**src/rtl/pipe_hazard_ctl.sv**
```systemverilog
// Global stall/flush controller for the in-order pipeline: ext_stall, redirect and
// load-use hazards tracked through a pending-load scoreboard, plus perf counters and watchdog.
module pipe_hazard_ctl #(
  parameter int NSTAGE   = 5,
  parameter int HZ_STAGE = 2,
  parameter int LOAD_LAT = 1,
  parameter int REG_BITS = 5,
  parameter int TIMEOUT  = 255
) (
  input  logic                clk,
  input  logic                reset,
  input  logic                ext_stall,
  input  logic                redirect,
  input  logic                id_valid,
  input  logic [REG_BITS-1:0] id_rs,
  input  logic [REG_BITS-1:0] id_rt,
  input  logic                id_uses_rs,
  input  logic                id_uses_rt,
  input  logic                ex_valid,
  input  logic                ex_is_load,
  input  logic [REG_BITS-1:0] ex_wreg,
  output logic [NSTAGE-1:0]   stall,
  output logic [NSTAGE-1:0]   flush,
  output logic                load_use_stall,
  output logic [31:0]         stall_count,
  output logic [15:0]         flush_count,
  output logic                stall_timeout
);

  localparam int SB_N = LOAD_LAT - 1;
  localparam int SB_D = (SB_N > 0) ? SB_N : 1;
  localparam logic [NSTAGE-1:0] HOLD_MASK   = NSTAGE'((1 << HZ_STAGE) - 1);
  localparam logic [NSTAGE-1:0] REDIR_MASK  = HOLD_MASK & ~NSTAGE'(1);
  localparam logic [NSTAGE-1:0] BUBBLE_MASK = NSTAGE'(1) << HZ_STAGE;
  localparam logic [15:0]       TO_LAST     = 16'(TIMEOUT - 1);

  logic [SB_D-1:0]     sbValid;
  logic [REG_BITS-1:0] sbReg [SB_D];
  logic                rsHit, rtHit, hz;
  logic [15:0]         wdCount;

  // Entry 0 holds the load that left EX most recently; it ages out after LOAD_LAT-1 moves.
  if (SB_N > 0) begin : gSb
    always_ff @(posedge clk) begin
      if (reset) begin
        sbValid <= '0;
        for (int i = 0; i < SB_D; i++) sbReg[i] <= '0;
      end else if (!ext_stall) begin
        sbValid[0] <= ex_valid & ex_is_load & (ex_wreg != '0);
        sbReg[0]   <= ex_wreg;
        for (int i = 1; i < SB_D; i++) begin
          sbValid[i] <= sbValid[i-1];
          sbReg[i]   <= sbReg[i-1];
        end
      end
    end
  end else begin : gNoSb
    assign sbValid  = '0;
    assign sbReg[0] = '0;
  end

  always_comb begin
    rsHit = 1'b0;
    rtHit = 1'b0;
    if (ex_valid && ex_is_load) begin
      if (id_rs == ex_wreg) rsHit = 1'b1;
      if (id_rt == ex_wreg) rtHit = 1'b1;
    end
    for (int i = 0; i < SB_N; i++) begin
      if (sbValid[i] && (id_rs == sbReg[i])) rsHit = 1'b1;
      if (sbValid[i] && (id_rt == sbReg[i])) rtHit = 1'b1;
    end
    hz = id_valid & ((id_uses_rs & (id_rs != '0) & rsHit) |
                     (id_uses_rt & (id_rt != '0) & rtHit));
  end

  // Priority: reset, ext_stall, redirect (ID is wrong-path, so hazard is moot), hazard.
  always_comb begin
    stall          = '0;
    flush          = '0;
    load_use_stall = 1'b0;
    if (reset) begin
      flush = '1;
    end else if (ext_stall) begin
      stall = '1;
    end else if (redirect) begin
      flush = REDIR_MASK;
    end else if (hz) begin
      stall          = HOLD_MASK;
      flush          = BUBBLE_MASK;
      load_use_stall = 1'b1;
    end
  end

  always_ff @(posedge clk) begin
    if (reset) begin
      stall_count   <= '0;
      flush_count   <= '0;
      wdCount       <= '0;
      stall_timeout <= 1'b0;
    end else begin
      if ((|stall) && (stall_count != '1)) stall_count <= stall_count + 1'b1;
      if (redirect && !ext_stall && (flush_count != '1)) flush_count <= flush_count + 1'b1;
      if (ext_stall) begin
        if (wdCount != '1) wdCount <= wdCount + 1'b1;
        if (wdCount == TO_LAST) stall_timeout <= 1'b1;
      end else begin
        wdCount <= '0;
      end
    end
  end

endmodule

```
**config.mk**
```make
export PLATFORM = sky130hd
export DESIGN_NAME = pipe_hazard_ctl
export DESIGN_NICKNAME = d
export VERILOG_FILES = /design/src/rtl/pipe_hazard_ctl.sv
export SDC_FILE = /design/constraint.sdc
export NUM_CORES = 1
export LEC_CHECK = 0
export BUFFER_PORTS_ARGS = -buffer_cell sky130_fd_sc_hd__buf_4
export CAP_MARGIN = 20
export CORE_MARGIN = 10
export CORE_UTILIZATION = 58
export CTS_CLUSTER_DIAMETER = 30
export CTS_CLUSTER_SIZE = 25
export DETAILED_ROUTE_END_ITERATION = 10
export HOLD_SLACK_MARGIN = 0.08
export PLACE_DENSITY = 0.86
export SLEW_MARGIN = 20
export SYNTH_ARGS = -nofsm -noshare
export SYNTH_HDL_FRONTEND = slang
export SYNTH_SLANG_ARGS = --single-unit
```
**constraint.sdc**
```tcl
create_clock -name clk -period 4.1 [get_ports clk]
set_input_delay 0.41 -clock clk [delete_from_list [all_inputs] [get_ports clk]]
set_output_delay 0.41 -clock clk [all_outputs]
set_load 0.005 [all_outputs]
```
Word level (Yosys, flattened, before mapping)
Cells that the tools add are included.

Bits of input ports: 24. Bits in registers: 65. Memories: 0. Bits in writable memories: 0. Word-level logic and storage cells: 46. Output and inout bits: 60. Bits in latches: 0. Bits in read-only memories: 0.

Multiplexer cells: 16. Shift-type cells: 0. Div/mod/pow operators: 0. Order comparisons: 0. Bitwise logic cells: 7. Multiply operators: 0. Reduce and logical (&&, ||, !) cells: 10. Equal/unequal tests: 6. Add/sub/neg operators: 3.

Operators by type and width (count): 16-bit by 1-bit adder with 16-bit output, second input constant (2); 32-bit by 1-bit adder with 32-bit output, second input constant (1); 16-bit inequality test, second input constant (2); 32-bit inequality test, second input constant (1); 16-bit by 8-bit equality test with 1-bit output, second input constant (1); 5-bit two-way mux (3); 5-bit equality test (2); 5-bit nonzero test (2); 3-bit two-way mux (3); 1-bit two-way mux (8); 1-bit bitwise AND (5); 5-bit OR reduction (1); 1-bit logical AND (4); 2-bit two-way mux (2); 2-bit AND reduction (1); 2-bit OR reduction (1); 1-bit logical NOT (1); 1-bit inverter (1); 1-bit bitwise OR (1).

Logic depth before layout (Yosys ltp)
Gate-level depths: netlist (run 1).

Word-level depth: 12. Mapped depth: 9. Gate-level depth less buffers: 7.

Worst setup path after synthesis (run 1)
No wires, ideal clock.

Path kind: input -> output. Start: input port ex_wreg[4]. End: output port stall[1]. Data arrival time: 2.020 ns. Path buffers: 3. Slack: 1.670 ns. Stages: 8. Required time: 3.690 ns. Cells stage by stage: or4_1 -> nor2_1 -> o41ai_2 -> o21ai_1 -> clkbuf_1 -> buf_2 -> inv_1 -> buf_4.

Word-level cells in the longest chain between the ends: 10. Elaborated cells between the ends (all ways): 14. Classes of those cells: eq/ne: 2; mux: 8; bitwise: 4.

Ends and longest elaborated chain: start: declaration (line 21) `input logic [REG_BITS-1:0] ex_wreg,`; 5-bit equality test, on equally long branches (line 66, 67); 1-bit two-way mux, on equally long branches (line 66, 67); 1-bit two-way mux (line 65) `if (ex_valid && ex_is_load) begin`; 1-bit bitwise AND, on equally long branches (line 73, 74); 1-bit bitwise OR (*) (line 73) `hz = id_valid & ((id_uses_rs & (id_rs != '0) & rsHit) |`; 1-bit bitwise AND (*) (line 73); 2-bit two-way mux (*) (line 88) `end else if (hz) begin`; 2-bit two-way mux (*) (line 86) `end else if (redirect) begin`; 5-bit two-way mux (*) (line 84) `end else if (ext_stall) begin`; 5-bit two-way mux (*) (line 82) `if (reset) begin`; end: declaration (line 22) `output logic [NSTAGE-1:0] stall,`.

Every way passes the cells marked *; elsewhere a longest branch is shown, timed or not.

Worst setup path after layout (run 1)
Start: input port ex_wreg[4]. End: output port stall[0].

The elaborated chain is that of the path after synthesis.

==> results of run 1 <==
## flip-flops by register name, summed over array words and instances (netlist names)
| name | count |
|---|---|
| wdCount | 16 |
| stall_count | 32 |
| stall_timeout | 1 |
| flush_count | 16 |
## where the power goes
group	switching [mW]	internal [mW]	leakage [nW]
combinational	0.0536	0.0411	0.983
clock	0.250	0.288	0.0978
sequential	0.00390	0.634	0.524
total	0.307	0.963	1.60
## synth_stat cells (6+ instances only)
cell and count:
sky130_fd_sc_hd__nor2b_1 8, sky130_fd_sc_hd__a21oi_1 22, sky130_fd_sc_hd__dfxtp_1 65, sky130_fd_sc_hd__xnor2_1 20, sky130_fd_sc_hd__or4_1 17, sky130_fd_sc_hd__inv_1 15, sky130_fd_sc_hd__nor4_1 12, sky130_fd_sc_hd__clkbuf_1 12
sky130_fd_sc_hd__buf_4 6, sky130_fd_sc_hd__nor2_1 56, sky130_fd_sc_hd__nand2_1 35, sky130_fd_sc_hd__nor3_1 12, sky130_fd_sc_hd__nand3_1 29, sky130_fd_sc_hd__o31ai_1 16, sky130_fd_sc_hd__or3_1 10, sky130_fd_sc_hd__o21ai_0 8
sky130_fd_sc_hd__xor2_1 12, sky130_fd_sc_hd__nand4_1 14
## critical path, cell delays in order
cell                      delay, ns
sky130_fd_sc_hd__buf_4         0.12
sky130_fd_sc_hd__or4_1         0.53
sky130_fd_sc_hd__nor2_1        0.18
sky130_fd_sc_hd__o41ai_2       0.18
sky130_fd_sc_hd__o21ai_1       0.62
sky130_fd_sc_hd__inv_1         0.13
sky130_fd_sc_hd__buf_4         0.17
## cells by family after synthesis
logic type,count (synthesis)
flops,65
simple gates,213
buf+inv,37
compound gates,69
fa+ha+maj,4
xor+xnor,32
mux,12
## cells in the final DEF (no fill, tap or decap), drive strengths merged
master	netlist	routed
nor4	12	12
a31oi	1	1
dfxtp	65	65
a41oi	2	2
or2	6	6
o21a	1	1
o311ai	3	3
nor2	56	56
xor2	12	12
and3	3	3
nor3	12	12
or4	18	18
clkbuf	12	10
and4	4	4
xnor2	20	20
nand3	29	29
mux2	8	8
nor4b	1	1
o31a	1	1
a211oi	1	1
inv	15	15
or3	10	10
mux2i	4	4
a2111oi	1	1
a21o	1	1
clkinv	0	3
nand4	15	15
buf	10	88
nor2b	8	8
o41ai	6	6
nand2	35	35
a21oi	22	22
ha	4	4
o31ai	16	16
o21ai	11	11
nand4b	1	1
or4b	1	1
and2	2	2
o211ai	3	3
bufinv	0	1
## how the worst min path moves through the flow
stage	start	to	depth (start not counted)
5_1_grt	ext_stall	stall_timeout	3
6_report	ext_stall	stall_timeout	3
3_3_place_gp	stall_timeout	stall_timeout	2
2_1_floorplan	stall_timeout	stall_timeout	2
3_5_place_dp	stall_timeout	stall_timeout	2
4_1_cts	ext_stall	stall_timeout	3
## stage by stage
step | hold slack, ns | setup WS, ns | cells | utilization [%]
floorplan | 0.465 | 1.67 | 432 | -
global placement | 0.458 | 1.43 | 573 | 70.3
detailed placement | 0.468 | 1.37 | 573 | 70.3
CTS | 0.407 | 1.34 | 587 | 73.4
global route | 0.454 | 1.20 | 587 | 73.4
finish | 0.414 | 1.34 | 587 | 73.4
## area by class of cell
class / count / area share (%)
inverters: 15 / 1.30
flip-flops and latches: 65 / 29.9
multi-input cells: 330 / 47.2
clock buffers: 10 / 3.17
clock inverters: 4 / 1.04
repair buffers: 88 / 15.2
well taps: 75 / 2.16
## routing by layer
layer	vias up	track usage (%)	share of wire, %	wire [µm]
li1	1725	-	-	-
met1	1670	22.2	43	4090
met2	112	31.8	49	4630
met3	11	6.48	7.1	678
met4	0	6.94	1.4	130
met5	-	0	0	0
==> results.md, run 1 <==
- R2R cell count: 7
- Headroom to the max-slew limit: about half
- Multi-input logic area: about 2100 µm²
- Layout overhead on the synthesized area: 23.1%
- Final-layout setup total negative slack: 0 ns
- Largest family of logic cells by synthesized area: simple AND/OR/NAND/NOR gates
- Static leakage: around 1.6 nW
- Async SR Flop Fraction: 0%
- Highest clock frequency the design can meet: between 0.3 and 0.4 GHz
- Count of nets after finishing: 537
- Number of setup violations in the final report: 0
- Fraction of synthesized cell area in xor and xnor cells: between 7 and 8%
- Residual overflow from global routing: 0
- Number of iterations in the first detailed-routing pass: 5
- Top post-synthesis cells by area: sky130_fd_sc_hd__dfxtp_1 (37%), sky130_fd_sc_hd__nor2_1 (6.0%), sky130_fd_sc_hd__xnor2_1 (5.0%)
- Crit-path max FO: 12
- Count of cells resized by post-cts repair: 0
- Horizontal die dimension: around 98 µm
- Max cap viols: 0
- Number of nets in the synthesized netlist: 460
- CTS buffer count: 9
- Post-layout instance area: 4350 µm²
- Arrival time reported for the critical path endpoint: ~2.4 ns
- Register cell area after layout: around 1300 µm²
- Mapped Area: roughly 3500 µm²
- Startpoint kind of the worst setup timing path: input pin
- Worst voltage drop across the vdd grid: between 0.15 and 0.2 mV
- Category of the most critical setup path: input pin to primary output
- Detailed-route via count: between 3000 and 4000
- Fraction of the mapped netlist area in simple logic gates: 31.3%
- Number of inserted filler cells in the final layout: 453
- EDFF count, synth: 0
- ANT nets after route: 0
- Portion of the post-synthesis area used by sequential elements: between 30% and 40%
- Final worst clock skew: between 0.01 and 0.015 ns
- Clk buf depth: 2
- Most used flip-flop cell after synthesis: sky130_fd_sc_hd__dfxtp_1
- Post-synthesis share of cell area spent on full adders, half adders and majority gates: between 1 and 1.5%
- End point of the critical path: stall[0]
- Cell variety after synth: 50
- Worst flop-to-flop path endpoint: stall_count[20]
- Yosys Warn Count: 0
- Worst reg2reg path startpoint: stall_count[0]
- Port-buffer cells: 83
- First-pass GRT wire length: roughly 16 mm
- Outcome: completed
- Min Tclk post-route: 2.76 ns
- Post-CTS Setup Inserts: 0
- CORE AREA: between 5000 and 6000 µm²
- Register clock-pin slew on the reported worst setup and hold paths: 0.06 ns
- Clock tree from TritonCTS: yes
- Final hold violation count: 0
- Tightest Pin Transition: between 0.7 and 0.8 ns
- Worst-Skew Late Latency: about 0.34 ns
- Kind of capture point of the worst setup path: primary output
- Average via count per standard cell: 5.99
- Clock tree sinks: 65
- Post-synthesis register bit count: 65
- Total GRT Usage: 19.1%
- Compound-cell area share of the yosys netlist: a little over an eighth
- Placed standard-cell area: between 4000 and 5000 µm²
- Layout cells sized above 1: 23.2%
- Vert. Die Dim: 98.0 µm
- Final cycle utilization of the critical path: between 60% and 70%
- I/O pin count: 84
- Final slew viol count: 0
- Cell count after synthesis: approximately 430
- Via count of the first global-routing pass: between 3000 and 4000
- Synth area leader: sky130_fd_sc_hd__dfxtp_1
- Total power: about 1.3 mW
- Antenna violations before repair: 0
- Post-route DRC: 0
- Post-detailed-placement half-perimeter wirelength: 6.74 mm
- RSZ-0062 raised after global routing: no
- Required time at the worst-slack endpoint: ~3.7 ns
- Drt first-iter violations: between 150 and 200
- Maximum number of pins on one net before global-route repair: between 60 and 70
- Post-Route WL: approximately 9.5 mm
- Power density over the cells: roughly 290 nW/µm²
- Die Area: 9610 µm²
- Standard-cell rows: 28
- Share of synthesized area spent on multiplexers: between 4 and 5%
- Share of the synthesized area in the top cell type: about 37%
- Clock H-tree levels: 3
- Critical path origin: ex_wreg[4]
- Cell at the root of the clock tree: sky130_fd_sc_hd__clkbuf_8
- Routability congestion estimate from global placement: just under 0.9
- Hold buffer count at CTS: 0
- Average wire per standard cell: roughly 16 µm
- Hold WC Path Type: input pin to flop
- Average instance area after synthesis: approximately 8 µm²
- Ant diodes: 0
- Register-to-register setup slack: ~1.6 ns
- Initial core utilization: approximately 60%
Note: power is estimated with default switching activity, not from simulation.
==> inputs of run 2 (changes only) <==
--- a/config.mk
+++ b/config.mk
@@ -8,12 +8,12 @@
 export BUFFER_PORTS_ARGS = -buffer_cell sky130_fd_sc_hd__buf_4
 export CAP_MARGIN = 20
 export CORE_MARGIN = 10
-export CORE_UTILIZATION = 58
+export CORE_UTILIZATION = 49
 export CTS_CLUSTER_DIAMETER = 30
 export CTS_CLUSTER_SIZE = 25
 export DETAILED_ROUTE_END_ITERATION = 10
 export HOLD_SLACK_MARGIN = 0.08
-export PLACE_DENSITY = 0.86
+export PLACE_DENSITY = 0.78
 export SLEW_MARGIN = 20
 export SYNTH_ARGS = -nofsm -noshare
 export SYNTH_HDL_FRONTEND = slang
==> constraint.sdc (replaced) <==
create_clock -name clk -period 2.4 [get_ports clk]
set_input_delay 0.24 -clock clk [delete_from_list [all_inputs] [get_ports clk]]
set_output_delay 0.24 -clock clk [all_outputs]
set_load 0.005 [all_outputs]
==> run 2 against run 1 <==
Effect of this change:
- worst setup slack worse by 1.3 ns
- first-iteration DRC count unchanged
- combinational power up 90%
- clock skew about the same
- wire length up 3.0%
- die area up 14%
- core utilization down 7.9 points
- highest routed layer unchanged
- count of clock-buffer cells in the layout up 4
- via count up 2.1%
==> results.md, run 2 (synthesis results as in run 1) <==
- Register clock-pin slew on the reported worst setup and hold paths: 0.07 ns (about the same)
- Number of iterations in the first detailed-routing pass: 4 (-1)
- Count of nets after finishing: 554 (+3.2%)
- Highest clock frequency the design can meet: roughly 0.43 GHz
- Power density over the cells: 467 nW/µm² (+60%)
- Final hold violation count: 0 (unchanged)
- Outcome: completed
- Top cell family by delay on the critical path: simple AND/OR/NAND/NOR gates
- Residual overflow from global routing: 0 (unchanged)
- Utilization after layout: 65.5% (-7.9 points)
- R2R cell count: 7 (unchanged)
- Commonest cells after routing, fill and taps aside: sky130_fd_sc_hd__buf_4 (103), sky130_fd_sc_hd__dfxtp_1 (62), sky130_fd_sc_hd__nor2_1 (56), sky130_fd_sc_hd__nand2_1 (35), sky130_fd_sc_hd__nand3_1 (29)
- Count of cells along the worst hold path: 2 (-1)
- Inst Count DP: 606 (+5.8%)
- Initial core utilization: 51.1% (-8.5 points)
- Port-buffer cells: 83 (unchanged)
- Worst Hold Path EP: stall_count[4]
- Hold WC Path Type: input pin to flop
- Portion of total power attributed to the clock network: 40.0% (-2.3 points)
- Clock H-tree levels: 3 (unchanged)
- Average via count per standard cell: 5.73 (-4.4%)
- Die Area: 11000 µm² (+14%)
- Worst flop-to-flop path endpoint: stall_count[18]
- Vert. Die Dim: 105 µm (+7.0%)
- Clock tree from TritonCTS: yes
- Static leakage: 1.68 nW (+4.9%)
- Final cycle utilization of the critical path: a little over nine tenths
- CTS buffer count: 9 (unchanged)
- Worst setup slack after layout: 0.0579 ns (-1.28 ns)
- Detailed-route via count: 3593 (+2.1%)
- Combinational Power Share: 8.5% (+1.0 points)
- Layout overhead on the synthesized area: 28.1%
- Switching power of the nets: 516 µW (+68%)
- Final slew viol count: 0 (unchanged)
- Post-route DRC: 0 (unchanged)
- First-pass GRT wire length: 16.3 mm (+3.0%)
- Standard-cell rows: 30 (+7.1%)
- Portion of total power attributed to sequential cells: 51.5% (+1.3 points)
- Sw Share: 24.4% (+0.24 points)
- Clk buf depth: 2 (unchanged)
- Via count of the first global-routing pass: 3550 (+5.2%)
- Cell at the root of the clock tree: sky130_fd_sc_hd__clkbuf_8
- Max cap viols: 0 (unchanged)
- Headroom to the max-slew limit: 64.3% (+14 points)
- Average wire per standard cell: 15.6 µm (-3.6%)
- RSZ-0062 raised after global routing: no
- Ant diodes: 0 (unchanged)
- CP cell instances: ha_2 > nand2_1 > or3_4 > or4_4 > o21ai_4 > nor3_1 > mux2_1
- Worst-Skew Late Latency: 0.35 ns (about the same)
- Drt first-iter violations: 172 (unchanged)
- Non-filler instance count after layout: 627 (+6.8%)
- Register-to-register setup slack: 0.06 ns (-1.50 ns)
- Required time at the worst-slack endpoint: 2.63 ns (-1.06 ns)
- Largest reg by FF count: stall_count
- Post-detailed-placement half-perimeter wirelength: 7.23 mm (+7.2%)
- Pre-CTS setup slack: 0.0585 ns (-1.31 ns)
- Critical-path top delay cell: sky130_fd_sc_hd__or4_4
- Number of setup violations in the final report: 0 (unchanged)
- Hold Path Origin: reset
- Final-layout setup total negative slack: 0 ns (unchanged)
- Kind of capture point of the worst setup path: flop
- ANT nets after route: 0 (unchanged)
- Arrival time reported for the critical path endpoint: 2.57 ns (+0.22 ns)
- Category of the most critical setup path: flop to flop
- Tightest Pin Transition: 0.535 ns (-0.207 ns)
- Worst reg2reg path startpoint: stall_count[0]
- Registers with the most flip-flops: stall_count x32, flush_count x16, wdCount x16
- Final worst clock skew: 0.0108 ns (+0.0000133 ns)
- Horizontal die dimension: 105 µm (+7.0%)
- Maximum number of pins on one net before global-route repair: 53 (-13%)
- Min Tclk post-route: around 2.3 ns
- Placed standard-cell area: 4280 µm² (+2.8%)
- Largest stage delay on the critical path: 0.58 ns (-0.04 ns)
- Total power: 2.11 mW (+66%)
- Clock tree sinks: 65 (unchanged)
- Antenna violations before repair: 0 (unchanged)
- CORE AREA: 6910 µm² (+17%)
- Startpoint kind of the worst setup timing path: flop
- Post-layout instance area: 4520 µm² (+4.1%)
- Crit-path max FO: 8 (-4)
- Leading cell type in the layout, fill and taps excluded: sky130_fd_sc_hd__buf_4
- Worst voltage drop across the vdd grid: 0.288 mV (+52%)
- Routability congestion estimate from global placement: 0.844 (-3.8%)
- Flip-flop count of the largest register after layout: 32 (unchanged)
- Hold buffer count at CTS: 0 (unchanged)
- Post-Route WL: 9.81 mm (+3.0%)
- Layout cells sized above 1: 26.9% (+3.7 points)
- Final Hold Slack: 0.117 ns (-0.297 ns)
- I/O pin count: 84 (unchanged)
- Internal: 1.60 mW (+66%)
- Total GRT Usage: 17.2% (-1.9 points)
- CP Buf/Inv Count: 0 (-3)
run 2: changes by cell type in the layout (fill, tap and decap cells not counted), moves of 2 or more:
| cell | delta |
|---|---|
| sky130_fd_sc_hd__dfxtp_2 | +3 |
| sky130_fd_sc_hd__or3_4 | +2 |
| sky130_fd_sc_hd__or3_1 | -2 |
| sky130_fd_sc_hd__dfxtp_1 | -3 |
| sky130_fd_sc_hd__clkinv_2 | -2 |
| sky130_fd_sc_hd__buf_4 | +15 |
| sky130_fd_sc_hd__clkbuf_1 | +3 |
run 2: final cells by class:
type | instances | area [µm²]
tap | 96 | 120
multi-input combinational | 331 | 2080
clock buffer | 14 | 163
clock inverter | 2 | 12.5
timing repair buffer | 104 | 785
inverter | 15 | 56.3
fill | 615 | 2380
sequential | 65 | 1310
run 2: worst max path at each step:
stage	from	endpoint	slack, ns	cells past startpoint
2_1_floorplan	stall_count[0]	stall_count[10]	0.12	8
3_3_place_gp	stall_count[0]	stall_count[9]	0.13	8
3_5_place_dp	stall_count[0]	stall_count[20]	0.06	7
4_1_cts	stall_count[4]	stall_count[19]	0.008	6
5_1_grt	stall_count[0]	stall_count[18]	0.002	7
6_report	stall_count[0]	stall_count[18]	0.06	7
run 2: routing by layer:
| metal | track usage (%) | wire length, µm | up-vias |
|---|---|---|---|
| li1 | - | - | 1764 |
| met5 | 0 | 0 | - |
| met4 | 4.80 | 119 | 0 |
| met3 | 6.02 | 611 | 11 |
| met2 | 29.9 | 4910 | 108 |
| met1 | 19.4 | 4170 | 1710 |
run 2: what timing repair did:
item / 4_1_cts / 5_1_grt
setup buffers: 0 / 4
endpoints found under the setup margin: 0 / 13
resized for setup: 0 / 9
run 2: power by group through the flow:
stage / clock network (mW) / registers, mW / logic (mW)
detailed placement: 0 / 1.11 / 0.172
finish: 0.845 / 1.09 / 0.180
floorplan: 0 / 1.11 / 0.0919
global placement: 0 / 1.11 / 0.168
CTS: 0.854 / 1.09 / 0.173
global route: 0.910 / 1.09 / 0.199
==> inputs of run 3 (changes only) <==
--- a/config.mk
+++ b/config.mk
@@ -8,12 +8,13 @@
 export BUFFER_PORTS_ARGS = -buffer_cell sky130_fd_sc_hd__buf_4
 export CAP_MARGIN = 20
 export CORE_MARGIN = 10
-export CORE_UTILIZATION = 49
+export CORE_UTILIZATION = 50
+export CTS_BUF_LIST = sky130_fd_sc_hd__clkbuf_8
 export CTS_CLUSTER_DIAMETER = 30
 export CTS_CLUSTER_SIZE = 25
 export DETAILED_ROUTE_END_ITERATION = 10
 export HOLD_SLACK_MARGIN = 0.08
-export PLACE_DENSITY = 0.78
+export PLACE_DENSITY = 0.79
 export SLEW_MARGIN = 20
 export SYNTH_ARGS = -nofsm -noshare
 export SYNTH_HDL_FRONTEND = slang
==> run 3 against run 2 <==
Effect of this change:
- combinational power decreased by 2%
- register-to-register slack better by 0.05 ns
- first-iteration DRC count decreased by 38%
- core utilization is 0.45 points higher
- sequential power about the same
- global-route usage about the same
- clock skew fell by 0.0038 ns
==> results.md, run 3 (synthesis results as in run 1) <==
- Average wire per standard cell: 15.4 µm (-1.6%)
- Cell at the root of the clock tree: sky130_fd_sc_hd__clkbuf_8
- ANT nets after route: 0 (unchanged)
- Clk buf depth: 2 (unchanged)
- Top cell family by delay on the critical path: simple AND/OR/NAND/NOR gates
- Worst voltage drop across the vdd grid: 0.346 mV (+20%)
- Highest clock frequency the design can meet: 0.436 GHz (+2.0%)
- CORE AREA: 6830 µm² (-1.1%)
- Residual overflow from global routing: 0 (unchanged)
- Total GRT Usage: 17.2% (about the same)
- Static leakage: 1.68 nW (-0.34%)
- Register clock-pin slew on the reported worst setup and hold paths: 0.07 ns (about the same)
- Number of inserted filler cells in the final layout: 606 (-1.5%)
- First-pass GRT wire length: 16.1 mm (-1.2%)
- Antenna violations before repair: 0 (unchanged)
- Switching power of the nets: 546 µW (+5.7%)
- Headroom to the max-slew limit: 64.5% (+0.21 points)
- Outcome: completed
- Clock tree sinks: 65 (unchanged)
- Commonest cells after routing, fill and taps aside: sky130_fd_sc_hd__buf_4 (101), sky130_fd_sc_hd__dfxtp_1 (62), sky130_fd_sc_hd__nor2_1 (56), sky130_fd_sc_hd__nand2_1 (35), sky130_fd_sc_hd__nand3_1 (29)
- I/O pin count: 84 (unchanged)
- Sw Share: 25.6% (+1.1 points)
- Ant diodes: 0 (unchanged)
- Category of the most critical setup path: flop to flop
- Required time at the worst-slack endpoint: 2.65 ns (+0.02 ns)
- Count of cells along the worst hold path: 3 (+1)
- Crit-path max FO: 7 (-1)
- Via count of the first global-routing pass: 3430 (-3.4%)
- Layout overhead on the synthesized area: 27.6%
- Arrival time reported for the critical path endpoint: 2.54 ns (-0.03 ns)
- Max cap viols: 0 (unchanged)
- Utilization after layout: 66.0% (+0.45 points)
- Final cycle utilization of the critical path: 95.7% (-1.9 points)
- Clock tree from TritonCTS: yes
- Worst-Skew Late Latency: 0.36 ns (about the same)
- Startpoint kind of the worst setup timing path: flop
- Initial core utilization: 51.7% (+0.56 points)
- Port-buffer cells: 83 (unchanged)
- Largest reg by FF count: stall_count
- Standard-cell rows: 30 (unchanged)
- GR peak layer: met2
- Routing usage on met2: 29.1% (-0.84 points)
- M1 GR Usage: 20.1% (+0.64 points)
- Final hold violation count: 0 (unchanged)
- Horizontal die dimension: 104 µm (-0.81%)
- Detailed-route via count: 3553 (-1.1%)
- Average via count per standard cell: 5.68 (-0.80%)
- Clock H-tree levels: 3 (unchanged)
- Power density over the cells: 474 nW/µm² (+1.4%)
- Post-route DRC: 0 (unchanged)
- Maximum number of pins on one net before global-route repair: 33 (-38%)
- CP Buf/Inv Count: 0 (unchanged)
- Post-detailed-placement half-perimeter wirelength: 6.98 mm (-3.4%)
- Final slew viol count: 0 (unchanged)
- Critical-path top delay cell: sky130_fd_sc_hd__or4_4
- Count of nets after finishing: 552 (-0.36%)
- CP cell instances: nand4_2 > or3_4 > or4_4 > o21ai_4 > nor3_1 > mux2_4
- Portion of total power attributed to sequential cells: 51.0% (-0.5 points)
- Min Tclk post-route: 2.30 ns (-0.0464 ns)
- CTS buffer count: 9 (unchanged)
- R2R cell count: 6 (-1)
- Vert. Die Dim: 104 µm (-0.81%)
- Die Area: 10800 µm² (-1.6%)
- Tightest Pin Transition: 0.531 ns (-0.00437 ns)
- Final worst clock skew: 0.00698 ns (-0.00382 ns)
- Kind of capture point of the worst setup path: flop
- Number of setup violations in the final report: 0 (unchanged)
- Portion of total power attributed to the clock network: 40.7% (+0.7 points)
- Layout cells sized above 1: 26.8% (-0.087 points)
- Flip-flop count of the largest register after layout: 32 (unchanged)
- Largest stage delay on the critical path: 0.58 ns (about the same)
- Number of iterations in the first detailed-routing pass: 5 (+1)
- Hold WC Path Type: input pin to flop
- Internal: 1.59 mW (-0.53%)
- Combinational Power Share: 8.2% (-0.3 points)
- Registers with the most flip-flops: stall_count x32, flush_count x16, wdCount x16
- Count of cell instances traversed by the critical path: 6 (-1)
- Met3 Resource Use GR: 5.64% (-0.38 points)
- Post-Route WL: 9.63 mm (-1.9%)
- Final-layout setup total negative slack: 0 ns (unchanged)
- RSZ-0062 raised after global routing: no
- Leading cell type in the layout, fill and taps excluded: sky130_fd_sc_hd__buf_4
- Drt first-iter violations: 106 (-38%)
- Routability congestion estimate from global placement: 0.865 (+2.5%)
## run 3: worst reg2reg max path, cell delays in order, from the launching register on
cell	delay (ns)
sky130_fd_sc_hd__dfxtp_1	0.38
sky130_fd_sc_hd__nand4_2	0.20
sky130_fd_sc_hd__or3_4	0.45
sky130_fd_sc_hd__or4_4	0.58
sky130_fd_sc_hd__o21ai_4	0.15
sky130_fd_sc_hd__nor3_1	0.12
sky130_fd_sc_hd__mux2_4	0.30
## run 3: cell type report
class,count,area [µm²],share of cell area [%]
Multi-Input combinational cell,331,2070,46.0
Sequential cell,65,1310,29.0
Timing Repair Buffer,102,769,17.1
Clock buffer,11,151,3.36
Tap cell,96,120,2.67
Inverter,15,56.3,1.25
Clock inverter,5,30.0,0.666
## run 3: per-stage QoR
stage,total power [mW],worst slack (ns),cell area [µm²],hold WS (ns),std cells
6_report,2.13,0.104,4510,0.226,625
5_1_grt,2.22,0.00484,4510,0.257,625
4_1_cts,2.14,0.0539,4470,0.221,623
3_5_place_dp,1.29,0.0629,4290,0.471,607
3_3_place_gp,1.28,0.128,4290,0.460,607
2_1_floorplan,1.21,0.117,3530,0.424,432
## run 3: worst paths after layout
path / from / to / slack [ns]
setup / recovery: stall_count[6] / stall_count[10] / 0.10
hold / removal: ext_stall / stall_timeout / 0.23
hold reg to reg: stall_timeout / stall_timeout / 0.49
setup reg to reg: stall_count[6] / stall_count[10] / 0.10
## run 3: power by group through the flow
stage | Sequential, mW | Combinational (mW) | Clock (mW)
finish | 1.09 | 0.176 | 0.870
global route | 1.09 | 0.193 | 0.933
CTS | 1.09 | 0.173 | 0.875
detailed placement | 1.11 | 0.172 | 0
global placement | 1.11 | 0.167 | 0
floorplan | 1.11 | 0.0919 | 0
## run 3: what timing repair did
action                                  CTS  global route
endpoints found under the setup margin    0            13
setup buffers                             0             1
hold endpoints to repair                  0             0
gates resized for setup                   0             7
hold buffers                              0             0
## run 3: per-layer routing
metal	vias up	wire length [µm]	share of wire [%]
li1	1756	-	-
met1	1645	4150	43
met2	131	4600	48
met3	21	699	7.3
met4	0	179	1.9
met5	-	0	0
